==> src/rtl/uart_tx_arbiter_pkg.sv <==
// tama_defs: shared arbiter state encodings, requester indices and defaults
package tama_defs;
  typedef enum logic {ARB_IDLE = 1'b0, ARB_LOCK = 1'b1} arb_state_t;
  localparam int REQ_STATS = 0;
  localparam int REQ_ALERT = 1;
  localparam int REQ_ECHO = 2;
  localparam int REQ_DEBUG = 3;
  localparam int DEFAULT_NUM_REQ = 4;
endpackage

==> src/rtl/uart_tx_arbiter_rr_pick.sv <==
// rr_pick: combinational round-robin picker, search starts just after i_last and wraps
module rr_pick #(
  parameter int N = 4,
  parameter int IW = $clog2(N)
) (
  input  logic [N-1:0]  i_req,
  input  logic [IW-1:0] i_last,
  output logic [N-1:0]  o_pick,
  output logic [IW-1:0] o_idx,
  output logic          o_any
);
  assign o_any = |i_req;
  assign o_pick = o_any ? (N'(1) << o_idx) : '0;
  // scan from farthest to nearest offset so the nearest requester after i_last wins
  always_comb begin
    o_idx = '0;
    for (int k = N; k >= 1; k--)
      if (i_req[IW'((int'(i_last) + k) % N)]) o_idx = IW'((int'(i_last) + k) % N);
  end
endmodule

==> src/rtl/uart_tx_arbiter.sv <==
// uart_tx_arbiter: round-robin frame-locked sharing of the UART TX byte interface (optional ARB_TIMEOUT_EN grant-stall abort)
module uart_tx_arbiter
  import tama_defs::*;
#(
  parameter int          NUM_REQ        = DEFAULT_NUM_REQ,
  parameter logic [23:0] TIMEOUT_CYCLES = 24'd50000
) (
  input  logic                 clk,
  input  logic                 reset,
  input  logic [NUM_REQ-1:0]   req,
  input  logic [8*NUM_REQ-1:0] req_data,
  input  logic [NUM_REQ-1:0]   req_last,
  output logic [NUM_REQ-1:0]   req_ack,
  output logic [NUM_REQ-1:0]   grant,
  output logic                 tx_valid,
  output logic [7:0]           tx_data,
  input  logic                 tx_ready,
  output logic                 busy,
  output logic                 aborted
);
  localparam int IW = $clog2(NUM_REQ);
  arb_state_t r_state, w_state_n;
  logic [NUM_REQ-1:0] r_grant, w_grant_n, w_pick;
  logic [IW-1:0] r_idx, w_idx_n, r_last, w_last_n, w_pick_idx;
  logic w_any, w_lock, w_xfer, w_timeout, w_release;
  rr_pick #(.N(NUM_REQ)) u_pick (
    .i_req(req),
    .i_last(r_last),
    .o_pick(w_pick),
    .o_idx(w_pick_idx),
    .o_any(w_any)
  );
  assign w_lock = r_state == ARB_LOCK;
  assign tx_valid = w_lock && req[r_idx];
  assign tx_data = tx_valid ? req_data[{r_idx, 3'b000} +: 8] : 8'h00;
  assign w_xfer = tx_valid && tx_ready;
  assign req_ack = (w_xfer && !reset) ? r_grant : '0;
  assign busy = w_lock;
  assign grant = r_grant;
  assign w_release = w_lock && (!req[r_idx] || (w_xfer && req_last[r_idx]) || w_timeout);
`ifdef ARB_TIMEOUT_EN
  logic [23:0] r_timer;
  assign w_timeout = w_lock && !w_xfer && r_timer == TIMEOUT_CYCLES - 24'd1;
  assign aborted = w_timeout;
  // stall timer: restarts on entering LOCK and on every accepted byte
  always_ff @(posedge clk)
    r_timer <= (reset || !w_lock || w_xfer) ? 24'd0 : r_timer + 24'd1;
`else
  logic w_unused_timeout;
  assign w_timeout = 1'b0;
  assign aborted = 1'b0;
  assign w_unused_timeout = ^TIMEOUT_CYCLES;
`endif
  // next state: arbitrate in IDLE, hold the grant in LOCK until last byte, abandon or abort
  always_comb begin
    w_state_n = w_lock ? (w_release ? ARB_IDLE : ARB_LOCK) : (w_any ? ARB_LOCK : ARB_IDLE);
    w_grant_n = w_lock ? (w_release ? '0 : r_grant) : w_pick;
    w_idx_n = w_lock ? r_idx : w_pick_idx;
    w_last_n = w_release ? r_idx : r_last;
  end
  // state register; after reset the search starts at requester 0
  always_ff @(posedge clk) begin
    if (reset) begin
      r_state <= ARB_IDLE;
      r_grant <= '0;
      r_idx <= '0;
      r_last <= IW'(NUM_REQ - 1);
    end else begin
      r_state <= w_state_n;
      r_grant <= w_grant_n;
      r_idx <= w_idx_n;
      r_last <= w_last_n;
    end
  end
endmodule
==> config.mk <==
export PLATFORM = sky130hd
export DESIGN_NAME = uart_tx_arbiter
export DESIGN_NICKNAME = d
export VERILOG_FILES = /design/src/rtl/uart_tx_arbiter_pkg.sv /design/src/rtl/uart_tx_arbiter_rr_pick.sv /design/src/rtl/uart_tx_arbiter.sv
export SDC_FILE = /design/constraint.sdc
export NUM_CORES = 1
export LEC_CHECK = 0
export ABC_CLOCK_PERIOD_IN_PS = 2500
export CAP_MARGIN = 20
export CELL_PAD_IN_SITES_DETAIL_PLACEMENT = 1
export CELL_PAD_IN_SITES_GLOBAL_PLACEMENT = 1
export CORE_MARGIN = 8
export CORE_UTILIZATION = 24
export CTS_CLUSTER_SIZE = 40
export DETAILED_ROUTE_END_ITERATION = 7
export PLACE_DENSITY = 0.86
export SETUP_SLACK_MARGIN = 0.15
export SYNTH_ARGS = -nofsm -noshare
export SYNTH_HDL_FRONTEND = slang
export SYNTH_SLANG_ARGS = --single-unit
==> constraint.sdc <==
create_clock -name clk -period 2.5 [get_ports clk]
set_input_delay 0.375 -clock clk [delete_from_list [all_inputs] [get_ports clk]]
set_output_delay 0.375 -clock clk [all_outputs]
set_load 0.1 [all_outputs]
==> results of run 1 <==
-- what timing repair did --
| action | in CTS | in global routing |
|---|---|---|
| endpoints found under the setup margin | 4 | 12 |
| gates resized for setup | 2 | 7 |
| pin swaps | 0 | 2 |
-- per-layer routing --
layer	up-vias	GRT usage [%]	routed length, µm	part of all wire, %
met5	-	0	0	0
met4	0	4.66	40	1.1
met3	5	4.04	349	9.2
li1	440	-	-	-
met1	464	15.6	1630	43
met2	61	24.2	1770	47
-- state kept, by name, indices dropped and copies added (netlist names) --
signal  cells
r_last      2
busy        1
grant       4
r_idx       2
-- through the flow --
stage | instance area [µm²] | hold WS, ns | utilization [%] | cells
6_report | 1650 | 0.494 | 50.3 | 193
5_1_grt | 1650 | 0.516 | 50.3 | 193
4_1_cts | 1630 | 0.491 | 49.7 | 193
3_5_place_dp | 1600 | 0.481 | 48.6 | 189
3_3_place_gp | 1600 | 0.471 | 48.6 | 189
2_1_floorplan | 807 | 0.461 | - | 83
-- worst max-delay path, cell delays in order --
cell,delay (ns)
clkdlybuf4s50_1,0.43
mux4_2,0.52
buf_4,0.20
and3_1,0.20
buf_12,0.18
-- area by class of cell --
type                            count  area, µm²  area share, %
Clock buffer                        4       26.3           1.59
Inverter                            4       15.0          0.909
Multi-Input combinational cell     64        601           36.4
Sequential cell                     9        181           11.0
Tap cell                           46       57.6           3.48
Timing Repair Buffer               66        771           46.7
-- cells in the final DEF (no fill, tap or decap), types with 3 or more instances in the layout --
cell type	instances
mux4_2	9
nand2_1	3
o21a_1	3
and2_4	4
inv_1	4
clkbuf_4	3
mux2i_1	4
dfxtp_1	8
nand2b_1	4
o2bb2ai_1	4
clkdlybuf4s50_1	39
dlymetal6s2s_1	3
o21ai_0	3
and3_1	8
buf_4	11
buf_12	13
nor2_1	4
-- report_power, final --
part           switching (mW)  internal (mW)  leakage, nW
Clock                  0.0541         0.0616       0.0150
Sequential             0.0218          0.160       0.0743
Combinational           0.272          0.206        0.598
-- worst paths after layout --
path,cells after the start,to,slack [ns]
max,5,tx_data[7],0.22
min,1,grant[1],0.49
max reg2reg,5,r_last[1],0.90
min reg2reg,1,grant[1],0.49
-- kinds of logic after synthesis --
kind of cell / synth area share (%)
AO/OA/AOI/OAI: 16.6
buffers and inverters: 5.74
multiplexers: 31.5
AND/OR/NAND/NOR: 23.3
flip-flops: 22.4
other: 0.465
==> out/summary.txt, run 1 <==
Status -> finished clean
Setup WS pre-CTS -> 0.132 ns
Slew HR -> 65.6%
Post-synthesis sequential area ratio -> 22.4%
Syn Area/Cell -> 9.71 µm²
Worst hold path type -> reg -> reg
Final setup fails -> 0
Filler cells -> 361
Remaining DRCs -> 0
Largest net degree at the start of global routing -> 17
Post-synth EDFFs -> 0
Distinct cells, synth -> 33
Synth warn -> 0
RSZ-0062 raised after global routing -> no
Period minus WS final -> 2.28 ns
Worst Skew -> 0.00910 ns
Worst-Margin Slew -> 0.512 ns
Vias in the first global route -> 1114
Setup crit start -> req[1]
Final #Nets -> 191
IO Pins -> 62
Post-Route WL -> 3.79 mm
Final worst setup slack -> 0.219 ns
Chip Width -> 73.9 µm
Antenna Nets Post-Route -> 0
Port Buffers -> 60
Arr. time, crit path -> 1.91 ns
Initial antenna violation count -> 0
Slew Limit Fails -> 0
Final global-route overflow total -> 0
WP data required -> 2.12 ns
Final RePlAce weighted congestion -> 0.824
Syn-to-layout area delta -> 105%
Die ar. -> 5470 µm²
Skew-Pair Late Insertion Delay -> 0.27 ns
TritonRoute pass-1 iters -> 4
Post-CTS Repair Setup Buffers -> 0
Sum Neg Setup Slack -> 0 ns
Root Driver -> clkbuf_4
Reg-to-Reg Start -> r_idx[0]
Row count -> 21
Critical path endpoint category -> output port
# H-tree levels -> 1
CTS Sinks -> 9
Post-synth ARST share -> 0%
Crit Path Class -> in -> out
First-pass GRT wire length -> 5.75 mm
TritonCTS clock tree -> done
Crit Path Max Fanout -> 9
Synth Register Bits -> 9
Post-synth top flop -> dfxtp_1
Vias -> 970
Worst setup SP type -> primary input
Peak VDD IR -> 0.260 mV
Post-synth top cells -> 9 x dfxtp_1, 9 x mux4_2, 8 x and3_1
HPWL after DPL -> 3.17 mm
Period utilisation layout -> 91.2%
Worst-path clk slew -> 0.06 ns
Cell area power density -> 470 nW/µm²
Tot Pwr -> 776 µW
Cells after synthesis -> 83
Hold Startpoint -> grant[1]
LEAKAGE -> 0.687 nW
Largest cells by area after synthesis -> mux4_2 25%, dfxtp_1 22%, and3_1 6.2%
Diode count -> 0
Syn_nets -> 126
Drt wl/cell -> 19.6 µm
Max Root-Sink Buffers -> 2
Core footprint -> 3280 µm²
Post-synth top area share -> 25.2%
Number of DRC markers in iteration 0 -> 39
Fin. Hold Viols -> 0
Fmax -> 0.438 GHz
Initial Util -> 24.5%
Share of cells above drive strength 1 -> 32.0%
CTS Hold Bufs -> 0
Vias/cell -> 5.03
Synth Cell Area -> 806 µm²
Total Routing Usage GR -> 13.9%
Die height -> 73.9 µm
Cts bufs inserted -> 3
Max Cap Violations -> 0
Biggest area consumer among synthesized cells -> mux4_2
Note: power is estimated with default switching activity, not from simulation.
==> run 2, diff against run 1 <==
SETUP_SLACK_MARGIN = default   (was 0.15)
==> out/summary.txt, run 2 (synthesis results as in run 1) <==
Remaining DRCs -> 0 (unchanged)
HPWL after DPL -> 3.17 mm (unchanged)
Ordered list of cells on the worst path -> clkdlybuf4s50_1 > mux4_2 > nand2_2 > nor3b_2 > and2_1 > buf_12
Hold Path Stages -> 1 (unchanged)
Die ar. -> 5470 µm² (unchanged)
Final RePlAce weighted congestion -> 0.824 (unchanged)
Setup WS pre-CTS -> 0.132 ns (unchanged)
Status -> finished clean
PostCTS Resize Cnt -> 0 (-2)
Core footprint -> 3280 µm² (unchanged)
Most frequent cells in the layout -> 42 x clkdlybuf4s50_1, 13 x buf_12, 11 x buf_4
Syn-to-layout area delta -> 101%
First-pass GRT wire length -> 5.73 mm (-0.36%)
Share of cells above drive strength 1 -> 29.3% (-2.7 points)
Cell area power density -> 476 nW/µm² (+1.2%)
Total Routing Usage GR -> 13.8% (-0.028 points)
Fmax -> 0.422 GHz (-3.8%)
Max reg flops -> 4 (unchanged)
Int Pwr -> 427 µW (-0.27%)
Vias in the first global route -> 1114 (unchanged)
Worst-path clk slew -> 0.06 ns (about the same)
Arr. time, crit path -> 2.00 ns (+0.09 ns)
RSZ-0062 raised after global routing -> no
Period utilisation layout -> 94.8% (+3.6 points)
Die height -> 73.9 µm (unchanged)
Net switching power -> 345 µW (-0.91%)
Fin cells -> 193 (unchanged)
Worst setup SP type -> primary input
Final global-route overflow total -> 0 (unchanged)
R2R Setup Slk -> 0.92 ns (+0.02 ns)
Period minus WS final -> 2.37 ns (+0.0895 ns)
Slew Limit Fails -> 0 (unchanged)
Cts bufs inserted -> 3 (unchanged)
Initial antenna violation count -> 0 (unchanged)
Drt wl/cell -> 19.4 µm (-1.1%)
Vias -> 965 (-0.52%)
Critical path endpoint category -> output port
Final worst setup slack -> 0.130 ns (-0.0895 ns)
Max Root-Sink Buffers -> 2 (unchanged)
Final #Nets -> 191 (unchanged)
Antenna Nets Post-Route -> 0 (unchanged)
Root Driver -> clkbuf_4
Post-Route WL -> 3.74 mm (-1.1%)
Largest net degree at the start of global routing -> 17 (unchanged)
Slew HR -> 64.8% (-0.77 points)
Post-CTS Repair Setup Buffers -> 0 (unchanged)
Sw Share -> 44.7% (-0.16 points)
Vias/cell -> 5.00 (-0.52%)
Crit path largest cell delay -> 0.55 ns (+0.03 ns)
Port Buffers -> 60 (unchanged)
Seq pwr share -> 23.4% (about the same)
Final setup fails -> 0 (unchanged)
Initial Util -> 24.5% (unchanged)
Top delay family on crit path -> buffers and inverters
Fin. Hold Viols -> 0 (unchanged)
Hold Startpoint -> grant[2]
# H-tree levels -> 1 (unchanged)
Diode count -> 0 (unchanged)
Peak VDD IR -> 0.261 mV (+0.16%)
Crit Path Max Fanout -> 5 (-4)
Worst Skew -> 0.00969 ns (+0.000586 ns)
CP bufs+invs -> 2 (-1)
Sum Neg Setup Slack -> 0 ns (unchanged)
Chip Width -> 73.9 µm (unchanged)
Dpl cells -> 189 (unchanged)
TritonCTS clock tree -> done
CTS Hold Bufs -> 0 (unchanged)
Most common cell after layout, fill and taps aside -> clkdlybuf4s50_1
CTS Sinks -> 9 (unchanged)
Max Cap Violations -> 0 (unchanged)
Comb power frac -> 61.6% (about the same)
LEAKAGE -> 0.644 nW (-6.3%)
Number of DRC markers in iteration 0 -> 30 (-23%)
Skew-Pair Late Insertion Delay -> 0.27 ns (about the same)
Sink of the worst hold path -> grant[2]
Worst-Margin Slew -> 0.523 ns (+0.0114 ns)
Crit Path Class -> in -> out
Reg-to-Reg Start -> r_idx[0]
RR Endpoint -> r_last[1]
TritonRoute pass-1 iters -> 4 (unchanged)
Max stage delay cell, worst path -> clkdlybuf4s50_1
Worst hold path type -> reg -> reg
WP data required -> 2.12 ns (about the same)
Reg2reg path depth -> 5 (unchanged)
Clock share of power -> 15.0% (about the same)
IO Pins -> 62 (unchanged)
Row count -> 21 (unchanged)
run 2: changes by cell type in the layout (fill, tap and decap cells not counted), moves of 3 or more:
cell / delta
dlymetal6s2s_1: -3
and2_1: +4
and2_4: -4
clkdlybuf4s50_1: +3
run 2: area by class of cell:
class | count | area (µm²)
inverter | 4 | 15.0
clock buffer | 4 | 26.3
multi-input combinational | 64 | 579
tap | 46 | 57.6
sequential | 9 | 181
fill | 363 | 1660
timing repair buffer | 66 | 763
run 2: through the flow:
stage	instance area, µm²	hold WS (ns)	util (%)	total power [mW]
2_1_floorplan	807	0.461	-	0.472
3_3_place_gp	1600	0.471	48.6	0.649
3_5_place_dp	1600	0.481	48.6	0.662
4_1_cts	1620	0.491	49.4	0.781
5_1_grt	1620	0.512	49.4	0.817
6_report	1620	0.486	49.4	0.772
run 2: worst max-delay path by stage:
stage / startpoint / end / slack [ns] / cells after the start
2_1_floorplan: r_idx[1] / req_ack[0] / 0.26 / 5
3_3_place_gp: req[0] / req_ack[1] / 0.20 / 6
3_5_place_dp: req[0] / req_ack[1] / 0.13 / 6
4_1_cts: req[0] / req_ack[0] / 0.11 / 6
5_1_grt: req[0] / req_ack[0] / 0.02 / 6
6_report: req[0] / req_ack[0] / 0.13 / 6
run 2: worst reg2reg max path: stages, from the launching register on:
cell and delay [ns]:
dfxtp_1 0.35, mux4_2 0.54, buf_4 0.19, inv_1 0.06, o21a_1 0.20, mux2i_1 0.19
run 2: routing by layer:
| metal | part of all wire [%] | global-route usage, % |
|---|---|---|
| met3 | 9.3 | 4.04 |
| met4 | 1.1 | 4.66 |
| met2 | 46 | 24.2 |
| met5 | 0 | 0 |
| met1 | 43 | 15.6 |
run 2: power by group through the flow:
stage	clock network (mW)	registers (mW)	logic [mW]
final	0.116	0.180	0.475
after global routing	0.133	0.184	0.500
after global placement	0	0.182	0.467
after CTS	0.120	0.181	0.480
after detailed placement	0	0.184	0.478
after floorplan	0	0.228	0.244
